**src/rtl/serial_frame_rx_if.sv**
```systemverilog
// Bundle of the serial line, word buffer handshake and status signals of serial_frame_rx.
// The receiver uses the slave modport. The bit source and the word consumer use the master modport.
interface serial_frame_rx_if #(
    parameter int WIDTH = 8
);
    logic             serial_in;
    logic             serial_en;
    logic             data_ready;
    logic             err_clr;
    logic [WIDTH-1:0] data_out;
    logic             data_valid;
    logic             parity_err;
    logic             frame_err;
    logic             overrun;
    logic             busy;

    modport master (
        output serial_in, serial_en, data_ready, err_clr,
        input  data_out, data_valid, parity_err, frame_err, overrun, busy
    );

    modport slave (
        input  serial_in, serial_en, data_ready, err_clr,
        output data_out, data_valid, parity_err, frame_err, overrun, busy
    );
endinterface

```
**src/rtl/serial_frame_rx.sv**
```systemverilog
// Serial frame receiver. It takes the bit stream coming from universal_shift_reg and rebuilds WIDTH-bit words.
// A frame is a start bit (0), the data bits, an optional even-parity bit and a stop bit (1).
// Each word is presented on a one-entry valid/ready buffer. frame_err and overrun are sticky error flags.
//
// state  | meaning
// IDLE   | waiting for a start bit (sample of 0)
// DATA   | shifting in WIDTH data bits
// PARITY | capturing the parity bit (only when PARITY_EN)
// STOP   | checking the stop bit and delivering or dropping the word
module serial_frame_rx #(
    parameter int WIDTH     = 8,
    parameter bit MSB_FIRST = 1'b1,
    parameter bit PARITY_EN = 1'b1
) (
    input  logic              clk,
    input  logic              rst_n,
    serial_frame_rx_if.slave  rx_if
);
    localparam int            CW       = $clog2(WIDTH + 1);
    localparam logic [CW-1:0] LAST_BIT = CW'(WIDTH - 1);

    typedef enum logic [1:0] {IDLE, DATA, PARITY, STOP} state_t;

    state_t           state_q, state_d;
    logic [CW-1:0]    cnt_q, cnt_d;
    logic [WIDTH-1:0] sr_q, sr_d;
    logic             rx_par_q, rx_par_d;
    logic [WIDTH-1:0] data_q, data_d;
    logic             valid_q, valid_d;
    logic             perr_q, perr_d;
    logic             ferr_q, ferr_d;
    logic             ovr_q, ovr_d;
    logic             busy;

    // State register
    always_ff @(posedge clk or negedge rst_n) begin
        if (!rst_n) state_q <= IDLE;
        else        state_q <= state_d;
    end

    // Next-state logic. The FSM only moves on strobed samples.
    always_comb begin
        state_d = state_q;
        if (rx_if.serial_en) begin
            case (state_q)
                IDLE:    if (!rx_if.serial_in) state_d = DATA;
                DATA:    if (cnt_q == LAST_BIT) state_d = PARITY_EN ? PARITY : STOP;
                PARITY:  state_d = STOP;
                STOP:    state_d = IDLE;
                default: state_d = IDLE;
            endcase
        end
    end

    // FSM outputs
    always_comb begin
        busy = (state_q != IDLE);
    end

    // Datapath: shift register, parity capture, output buffer and sticky flags
    always_comb begin
        logic good_stop;
        logic bad_stop;
        logic drain;
        good_stop = 1'b0;
        bad_stop  = 1'b0;
        cnt_d     = cnt_q;
        sr_d      = sr_q;
        rx_par_d  = rx_par_q;
        data_d    = data_q;
        valid_d   = valid_q;
        perr_d    = perr_q;
        ferr_d    = ferr_q;
        ovr_d     = ovr_q;
        drain     = valid_q && rx_if.data_ready;

        if (rx_if.serial_en) begin
            case (state_q)
                IDLE:   if (!rx_if.serial_in) cnt_d = '0;
                DATA: begin
                    if (MSB_FIRST) sr_d = {sr_q[WIDTH-2:0], rx_if.serial_in};
                    else           sr_d = {rx_if.serial_in, sr_q[WIDTH-1:1]};
                    cnt_d = cnt_q + 1'b1;
                end
                PARITY: rx_par_d = rx_if.serial_in;
                STOP: begin
                    good_stop = rx_if.serial_in;
                    bad_stop  = !rx_if.serial_in;
                end
                default: ;
            endcase
        end

        if (drain) valid_d = 1'b0;

        if (rx_if.err_clr) begin
            ferr_d = 1'b0;
            ovr_d  = 1'b0;
        end

        // A slot freed by a drain in the same cycle can take the new word.
        if (good_stop) begin
            if (!valid_q || drain) begin
                data_d  = sr_q;
                perr_d  = PARITY_EN ? ((^sr_q) ^ rx_par_q) : 1'b0;
                valid_d = 1'b1;
            end else begin
                ovr_d = 1'b1;
            end
        end
        if (bad_stop) ferr_d = 1'b1;
    end

    // Datapath registers
    always_ff @(posedge clk or negedge rst_n) begin
        if (!rst_n) begin
            cnt_q    <= '0;
            sr_q     <= '0;
            rx_par_q <= 1'b0;
            data_q   <= '0;
            valid_q  <= 1'b0;
            perr_q   <= 1'b0;
            ferr_q   <= 1'b0;
            ovr_q    <= 1'b0;
        end else begin
            cnt_q    <= cnt_d;
            sr_q     <= sr_d;
            rx_par_q <= rx_par_d;
            data_q   <= data_d;
            valid_q  <= valid_d;
            perr_q   <= perr_d;
            ferr_q   <= ferr_d;
            ovr_q    <= ovr_d;
        end
    end

    assign rx_if.data_out   = data_q;
    assign rx_if.data_valid = valid_q;
    assign rx_if.parity_err = perr_q;
    assign rx_if.frame_err  = ferr_q;
    assign rx_if.overrun    = ovr_q;
    assign rx_if.busy       = busy;
endmodule
```
**src/flat_wrapper.sv**
```systemverilog
// flat-port wrapper written by rule: the top's interface ports become plain ports
module serial_frame_rx_flat 
#(
    parameter int WIDTH     = 8,
    parameter bit MSB_FIRST = 1'b1,
    parameter bit PARITY_EN = 1'b1
)
  (clk, rst_n, rx_if_serial_in, rx_if_serial_en, rx_if_data_ready, rx_if_err_clr, rx_if_data_out, rx_if_data_valid, rx_if_parity_err, rx_if_frame_err, rx_if_overrun, rx_if_busy);
  serial_frame_rx_if #(.WIDTH(WIDTH)) rx_if_i ();
  input  logic clk;
  input  logic rst_n;
  input wire logic [$bits(rx_if_i.serial_in)-1:0] rx_if_serial_in;
  input wire logic [$bits(rx_if_i.serial_en)-1:0] rx_if_serial_en;
  input wire logic [$bits(rx_if_i.data_ready)-1:0] rx_if_data_ready;
  input wire logic [$bits(rx_if_i.err_clr)-1:0] rx_if_err_clr;
  output wire logic [$bits(rx_if_i.data_out)-1:0] rx_if_data_out;
  output wire logic [$bits(rx_if_i.data_valid)-1:0] rx_if_data_valid;
  output wire logic [$bits(rx_if_i.parity_err)-1:0] rx_if_parity_err;
  output wire logic [$bits(rx_if_i.frame_err)-1:0] rx_if_frame_err;
  output wire logic [$bits(rx_if_i.overrun)-1:0] rx_if_overrun;
  output wire logic [$bits(rx_if_i.busy)-1:0] rx_if_busy;
  assign rx_if_i.serial_in = rx_if_serial_in;
  assign rx_if_i.serial_en = rx_if_serial_en;
  assign rx_if_i.data_ready = rx_if_data_ready;
  assign rx_if_i.err_clr = rx_if_err_clr;
  assign rx_if_data_out = rx_if_i.data_out;
  assign rx_if_data_valid = rx_if_i.data_valid;
  assign rx_if_parity_err = rx_if_i.parity_err;
  assign rx_if_frame_err = rx_if_i.frame_err;
  assign rx_if_overrun = rx_if_i.overrun;
  assign rx_if_busy = rx_if_i.busy;
  serial_frame_rx #(.WIDTH(WIDTH), .MSB_FIRST(MSB_FIRST), .PARITY_EN(PARITY_EN)) u_core (.clk(clk), .rst_n(rst_n), .rx_if(rx_if_i));
endmodule
```
**config.mk**
```make
export PLATFORM = sky130hd
export DESIGN_NAME = serial_frame_rx_flat
export DESIGN_NICKNAME = d
export VERILOG_FILES = /design/src/rtl/serial_frame_rx_if.sv /design/src/rtl/serial_frame_rx.sv /design/src/flat_wrapper.sv
export SDC_FILE = /design/constraint.sdc
export NUM_CORES = 1
export LEC_CHECK = 0
export CELL_PAD_IN_SITES_DETAIL_PLACEMENT = 0
export CELL_PAD_IN_SITES_GLOBAL_PLACEMENT = 1
export CORE_AREA = 2 2 65 67
export DETAILED_ROUTE_END_ITERATION = 6
export DIE_AREA = 0 0 67 69
export DONT_BUFFER_PORTS = 1
export PLACE_DENSITY = 0.57
export SYNTH_ARGS = -nofsm -noshare
export SYNTH_HDL_FRONTEND = slang
export SYNTH_SLANG_ARGS = --single-unit
```
**constraint.sdc**
```tcl
create_clock -name clk -period 3.9 [get_ports clk]
set_input_delay 0.975 -clock clk [delete_from_list [all_inputs] [get_ports clk]]
set_output_delay 0.975 -clock clk [all_outputs]
set_load 0.03 [all_outputs]
```
==> Word-level counts from Yosys, hierarchy flattened <==
Index checks and enable logic that the tools add are counted.
{ "totals": {"regBits": 27, "in_bits": 6, "output_inout_bits": 13, "wordCells": 48} }
{ "classes": {"n_addsub": 1, "eq_ne": 6, "mux": 17, "bitwise_logic": 1, "reduce_logical": 14} }
{ "ops": {"columns": ["op", "count"], "rows": [
  ["two-way mux 1 bit", 12],
  ["case mux 2 bit (4 select lines)", 1],
  ["case mux 4 bit (2 select lines)", 1],
  ["parity 8 bit", 1],
  ["AND reduction 2 bit", 3],
  ["AND reduction 3 bit", 2],
  ["nonzero test 2 bit", 3],
  ["adder 4 x 1 -> 4 bit, second input constant", 1],
  ["== test 2 bit, second input constant", 2],
  ["== test 4 x 3 -> 1 bit, second input constant", 1],
  ["two-way mux 2 bit", 2],
  ["two-way mux 4 bit", 1],
  ["== test 2 x 1 -> 1 bit, second input constant", 1],
  ["logical NOT 1 bit", 2],
  ["logical NOT 2 bit", 1],
  ["inequality test 2 x 1 -> 1 bit, second input constant", 1],
  ["inequality test 2 bit, second input constant", 1],
  ["logical AND 1 bit", 1],
  ["logical OR 1 bit", 1],
  ["XOR 1 bit", 1]
]} }

==> Depth between registers and ports, before layout <==
{ "depth": {"depth_word": 4, "mapped_depth": 7, "depth_no_buf": 6} }

==> Least setup slack after synthesis <==
OpenSTA, ideal clock, no wires.
{ "synth_timing": {"path_kind": "input port to flip-flop", "startpoint": "input rx_if_serial_en", "endpoint": "register u_core.data_q[0] (netlist: u_core.rx_if.data_out[0])", "setup_time_ps": 125, "arrival_time_ps": 1885, "path_slack_ps": 1891, "path_stages": 5, "path_buffers": 2, "cell_sequence": "buf_2 nand3_1 nor2b_1 buf_2 mux2_2"} }
{ "synth_via": {"elab_chain_len": 2} }
{ "synth_lines": {"columns": ["element", "line", "source"], "rows": [
  ["start, declared", "flat_wrapper.sv:13", "input wire logic [$bits(rx_if_i.serial_en)-1:0] rx_if_serial_en;"],
  ["two-way mux 1 bit", "serial_frame_rx.sv:77", "if (rx_if.serial_en) begin"],
  ["AND reduction 2 bit (no line)", null, null],
  ["end signal, assigned", "serial_frame_rx.sv:129", "data_q <= data_d;"],
  ["end, declared", "serial_frame_rx.sv:28", "logic [WIDTH-1:0] data_q, data_d;"]
]} }
Every way passes these cells.
A chain may end at the register's enable or synchronous reset.

==> Final worst setup path <==
{ "layout_timing": {"startpoint": "register u_core.state_q[0]", "endpoint": "output rx_if_busy"} }
{ "layout_via": {"elab_chain_len": 1} }
{ "layout_lines": {"columns": ["element", "line", "source"], "rows": [
  ["start, declared", "serial_frame_rx.sv:24", "state_t state_q, state_d;"],
  ["start signal, assigned", "serial_frame_rx.sv:38", "else state_q <= state_d;"],
  ["nonzero test 2 bit", "serial_frame_rx.sv:57", "busy = (state_q != IDLE);"],
  ["end, declared", "flat_wrapper.sv:21", "output wire logic [$bits(rx_if_i.busy)-1:0] rx_if_busy;"]
]} }
Every way passes these cells.

==> results.py <==
metrics = {
    "timing": {
        "slew_headroom_pct": 45.6,
        "hold_ws_ns": 0.383,
        "setup_viol": 0,
        "worst_pin_slew_ns": 0.814,
        "fin_crit_sh_pct": 59.3,
        "period_minus_slack_ns": 2.31,
        "finalHoldViolCount": 0,
        "rsz0062_at_grt": "no",
        "clock_skew_ns": 0.00582,
        "max_freq_ghz": 0.432,
        "setup_tns_ns": 0,
        "drv_slew": 0,
    },
    "critical_path": {
        "cp-end-kind": "primary output",
        "crit_start": "u_core.state_q[0]",
        "worstRegToRegCells": 4,
        "worstSetupStartpointType": "register",
        "crit_arrival_ns": 1.34,
        "critPathKind": "reg -> out",
        "r2r_end": "u_core.rx_if.data_out[5]",
        "crit_fanout": 6,
        "regToRegSetupSlack_ns": 2.01,
        "r2r_start": "u_core.state_q[0]",
        "path_cells": "inv_1 -> ha_1 -> inv_1",
        "slowest_delay_ns": 0.42,
        "worst_path_max_delay_cell": "dfrtp_1",
        "cp_data_required_time_ns": 2.92,
        "crit_top_cell": "inv_1",
    },
    "global_route": {
        "first_global_vias": 886,
        "grt_max_degree": 28,
        "grt_busiest_layer": "met2",
        "antenna_found_initial": 0,
        "grt_overflow": 0,
        "met3_usage_pct": 2.77,
        "grt_pass1_wl_um": 4070,
        "grtUsageMet2_pct": 17.5,
        "grt_usage_pct": 11.2,
        "grt_util_met1_pct": 14.9,
    },
    "routing": {
        "drt-total-wl_um": 2270,
        "wl_per_cell_um": 14.4,
        "drc": 0,
        "via_per_inst": 4.96,
        "vias": 784,
        "drt_iter0_markers": 18,
        "drtPass1Iterations": 2,
        "final_antenna_net_count": 0,
    },
    "logic_synthesis": {
        "ys_types": 26,
        "yosys.area.top_type": "dfrtp_1",
        "synth-seq-area-share_pct": 51.9,
        "yosysTopAreaCellShare_pct": 51.9,
        "synth_area_sq_mm": 0.00130,
        "syn_nets": 118,
        "ys_ff_latch": 27,
        "netlist_instances": 107,
        "synth-warning-count": 0,
        "synth_edf_count": 0,
        "synth_area_leaders": "dfrtp_1 (52%), mux2_2 (17%), ha_1 (4.8%)",
        "ys.flop_type": "dfrtp_1",
        "synth_most_common_cell": "dfrtp_1",
        "async_flop_share_pct": 100,
        "synth_commonest_cells": "dfrtp_1 (27), mux2_2 (20), inv_1 (8), nand2_1 (8)",
        "syn_avg_cell_area_sq_um": 12.2,
    },
    "clock_tree": {
        "cts_root_buffer": "clkbuf_8",
        "hold_buffers": 0,
        "cts_tree": "yes",
        "worstSkewPairLatency_ns": 0.27,
        "post_cts_resized": 0,
        "htreeDepth": 1,
        "clock_path_buffers": 2,
        "post_cts_buffers": 0,
        "cts_buffers": 3,
        "clk_pin_slew_ns": 0.10,
        "cts.sinks": 27,
    },
    "power_and_ir_drop": {
        "leakage_nw": 0.620,
        "power.density_mw_per_mm2": 900,
        "max-vdd-ir-drop_uv": 237,
    },
    "place": {
        "gp_congestion": 0.714,
        "post-dp-hpwl_um": 1630,
        "io_buffers": 0,
        "place_inst": 154,
    },
    "run": {
        "drv_cap": 0,
    },
    "die": {
        "coreArea_sq_mm": 0.00391,
        "die-area_sq_mm": 0.00462,
        "dieWidth_um": 67,
        "die_h_um": 69,
        "pin_count": 19,
        "start_util_pct": 33.3,
        "rows": 23,
    },
    "layout": {
        "area_growth_pct": 7.40,
        "layout.cells.non_filler": 158,
        "fillCellCount": 410,
        "final_net_count": 120,
        "drive_above_1_share_pct": 24.1,
        "n_antenna_cell": 0,
    },
    "run_status": {
        "status": "complete, no violations",
    },
    "min_path": {
        "hp-class": "in -> async",
    },
}
final cells by class:
| cell class | instances | area, sq um | share of cell area, % |
|---|---|---|---|
| multi-input combinational | 69 | 582 | 41.6 |
| inverter | 8 | 30.0 | 2.15 |
| clock inverter | 1 | 7.51 | 0.537 |
| sequential | 27 | 676 | 48.3 |
| clock buffer | 3 | 41.3 | 2.95 |
| tap | 50 | 62.6 | 4.47 |
layout by cell type (no fill, tap or decap), drive strengths merged:
cell,synthesis,layout
a221o,1,1
nand2b,2,2
nor2,2,2
nand3,3,3
dfrtp,27,27
o311ai,1,1
o22ai,2,2
clkbuf,0,3
clkinvlp,0,1
nor2b,3,3
nand4,1,1
nor3b,1,1
o31a,1,1
xnor3,1,1
nand2,9,9
or3,1,1
a21oi,3,3
xor2,1,1
o21ai,4,4
o32a,1,1
inv,8,8
mux2,21,21
ha,5,5
xnor2,5,5
a32oi,1,1
cells by family (layout without fill, tap and decap cells):
family | count (synthesis) | count (layout) | synth area share (%)
XOR/XNOR | 7 | 7 | 5.76
flip-flops | 27 | 27 | 51.9
buffers and inverters | 11 | 12 | 3.46
adder cells (fa/ha/maj) | 5 | 5 | 4.80
multiplexers | 21 | 21 | 18.4
AO/OA/AOI/OAI | 14 | 14 | 7.20
AND/OR/NAND/NOR | 22 | 22 | 8.45
how the worst max path moves through the flow:
| stage | to | slack [ns] | depth (start not counted) |
|---|---|---|---|
| detailed placement | u_core.rx_if.data_out[5] | 1.55 | 3 |
| global placement | u_core.rx_if.data_out[4] | 1.60 | 3 |
| finish | rx_if_busy | 1.59 | 3 |
| global route | rx_if_busy | 1.50 | 3 |
| CTS | rx_if_busy | 1.57 | 3 |
| floorplan | u_core.rx_if.data_out[0] | 1.89 | 5 |
critical path, delay by kind of cell (launching register included):
family,cells,cell delay [ns]
buf+inv,2,0.37
fa+ha+maj,1,0.28
flops,1,0.42
where the power goes:
group	total, mW	internal, mW	switching, mW
registers	0.614	0.403	0.211
clock network	0.162	0.0724	0.0900
logic	0.483	0.286	0.197
total	1.26	0.761	0.498
sequential cells by signal, summed over array words and instances, names as in the netlist:
name and flops:
u_core.rx_if.data_out 8, u_core.sr_q 8, u_core.cnt_q 4, u_core.state_q 2, u_core.rx_if.data_valid 1, u_core.rx_if.frame_err 1, u_core.rx_if.overrun 1, u_core.rx_if.parity_err 1
u_core.rx_par_q 1
stage by stage:
| step | worst slack (ns) | instance area [sq um] | power [mW] | util (%) |
|---|---|---|---|---|
| final | 1.59 | 1400 | 1.26 | 35.7 |
| after global routing | 1.50 | 1400 | 1.36 | 35.7 |
| after CTS | 1.57 | 1400 | 1.28 | 35.7 |
| after detailed placement | 1.55 | 1350 | 1.11 | 34.5 |
| after global placement | 1.60 | 1350 | 1.10 | 34.5 |
| after floorplan | 1.89 | 1300 | 1.02 | - |
per-layer routing:
metal | share of wire (%) | routed length (um)
met5 | 0 | 0
met4 | 0.75 | 17
met3 | 5.0 | 114
met2 | 46 | 1050
met1 | 48 | 1090
(Power assumes the default switching activity.)
==> RTL edit, RTL diff (same settings) <==
`WIDTH` is set to 8 in 3 places; all go to 4.
--- a/src/rtl/serial_frame_rx_if.sv
+++ b/src/rtl/serial_frame_rx_if.sv
@@ -3,3 +3,3 @@
 interface serial_frame_rx_if #(
-    parameter int WIDTH = 8
+    parameter int WIDTH = 4
 );
--- a/src/rtl/serial_frame_rx.sv
+++ b/src/rtl/serial_frame_rx.sv
@@ -10,3 +10,3 @@
 module serial_frame_rx #(
-    parameter int WIDTH     = 8,
+    parameter int WIDTH     = 4,
     parameter bit MSB_FIRST = 1'b1,
--- a/src/flat_wrapper.sv
+++ b/src/flat_wrapper.sv
@@ -3,3 +3,3 @@
 #(
-    parameter int WIDTH     = 8,
+    parameter int WIDTH     = 4,
     parameter bit MSB_FIRST = 1'b1,
Ports: changed (resized rx_if_data_out); port bits go from 19 to 15. No check against the original RTL was run, so the function may have changed too.
==> RTL edit against the original RTL <==
Design area fell by 31%. Highest routed layer unchanged. Core utilization fell by 11 points. Sequential cell count fell by 9. Final cell count fell by 25%. Synthesized area fell by 35%. Register-to-register slack improved by 0.42 ns. Routed wire length fell by 40%. Worst setup slack improved by 0.15 ns. Global-route usage fell by 4.1 points. Combinational power fell by 43%. Power fell by 35%.
==> RTL edit: results (changes against the original RTL) <==
outcome:
  status: "complete, no violations"
detailed_routing:
  dr_wl_met3_um: 101  # -11%
  met1_length_um: 638  # -41%
  wl_met2_um: 608  # -42%
  via_count: 473  # -40%
  first_pass_iters: 3  # +1
  drt_iter0_drc: 32  # +14
critical_path:
  reg2reg_slack_ns: 2.43  # +0.42 ns
  worstPathMaxFanout: 5  # -1
  ff2ff_path_depth: 5  # +1
sta:
  skew_ns: 0.005267  # -0.0005540 ns
  tightest_slew_ns: 0.3290  # -0.4850 ns
  post-route-min-period_ns: 2.162  # -0.1526 ns
grt:
  grt_pass1_wl_mm: 2.553  # -37%
  grt.total_usage: 0.07124  # -0.04069
placement:
  place_congestion: 0.6788  # -4.9%
  place_ws_ns: 2.004  # +0.4515 ns
  dp_hpwl_mm: 1.068  # -35%
  place_area_um2: 903.4  # -33%
cells_and_area:
  nets: 81  # -33%
  fillCellCount: 438  # +6.8%
  drive_gt1_frac: 0.2500  # +0.009259
synth:
  synth_area_leaders: "dfrtp_1 (54%), mux2_2 (15%), ha_1 (8.9%)"
  ys_seq_area_frac: 0.5357  # +0.01698
  synthCells: 64  # -40%
  ys_types: 20  # -23%
  postSynthNetCount: 76  # -36%
  ys_top_cells_by_count: "dfrtp_1 (18), mux2_2 (11), inv_1 (8), ha_1 (6), nand2_1 (4)"
clocking:
  path_clk_slew_ns: 0.07  # -0.03 ns
  clk_latency_ns: 0.25  # -0.02 ns
power_and_ir_drop:
  p_leak_nw: 0.4526  # -27%
  vdd_drop_max_mv: 0.1860  # -21%
==> RTL edit: changes by cell type after synthesis, sizes merged, moves of 3 or more <==
cell | unedited run | this run
xnor2 | 5 | 1
dfrtp | 27 | 18
mux2 | 21 | 12
nand2 | 9 | 4
buf | 3 | 0
==> RTL edit: routing by layer <==
layer  vias to the layer above  global-route usage
li1                        224                   -
met1                       236             0.09538
met2                        11              0.1045
met3                         2             0.01958
met4                         0             0.03401
met5                         -                   0
==> RTL edit: cell families after synthesis <==
group           count (synthesis)  synth area share
xor+xnor                        3           0.04762
buf+inv                         8           0.03572
simple gates                    8           0.05207
flops                          18            0.5357
compound gates                  8           0.06249
mux                            13            0.1771
fa+ha+maj                       6           0.08928
==> RTL edit: path summary, 6_finish.rpt <==
path,startpoint,endpoint
hold / removal,rst_n,u_core.state_q[0]$_DFFE_PN0P_
min in group clk,u_core.cnt_q[2]$_DFFE_PN0P_,u_core.cnt_q[2]$_DFFE_PN0P_
setup / recovery,u_core.state_q[0]$_DFFE_PN0P_,rx_if_busy
hold reg to reg,u_core.cnt_q[2]$_DFFE_PN0P_,u_core.cnt_q[2]$_DFFE_PN0P_
setup reg to reg,u_core.state_q[0]$_DFFE_PN0P_,u_core.cnt_q[0]$_DFFE_PN0P_
max in group asynchronous,rst_n,u_core.rx_if.data_out[3]$_DFFE_PN0P_
==> RTL edit: final cells by class <==
| class | count | area share |
|---|---|---|
| clock buffers | 4 | 0.05744 |
| multi-input cells | 38 | 0.3760 |
| well taps | 50 | 0.06527 |
| inverters | 8 | 0.03133 |
| flip-flops and latches | 18 | 0.4700 |
==> RTL edit: critical path, cell delays in order (launching register included) <==
cell	delay, ns
dfrtp_1	0.38
inv_1	0.08
ha_1	0.25
inv_1	0.23
==> RTL edit: through the flow <==
stage	hold WS [ns]	util
2_1_floorplan	0.4729	-
3_3_place_gp	0.4906	0.2308
3_5_place_dp	0.4969	0.2308
4_1_cts	0.4024	0.2449
5_1_grt	0.3916	0.2449
6_report	0.4099	0.2449
==> RTL edit: report_power, final <==
group / internal [mW] / switching, mW
Combinational: 0.158 / 0.116
Clock: 0.0896 / 0.0625
Sequential: 0.269 / 0.127
Total: 0.517 / 0.305
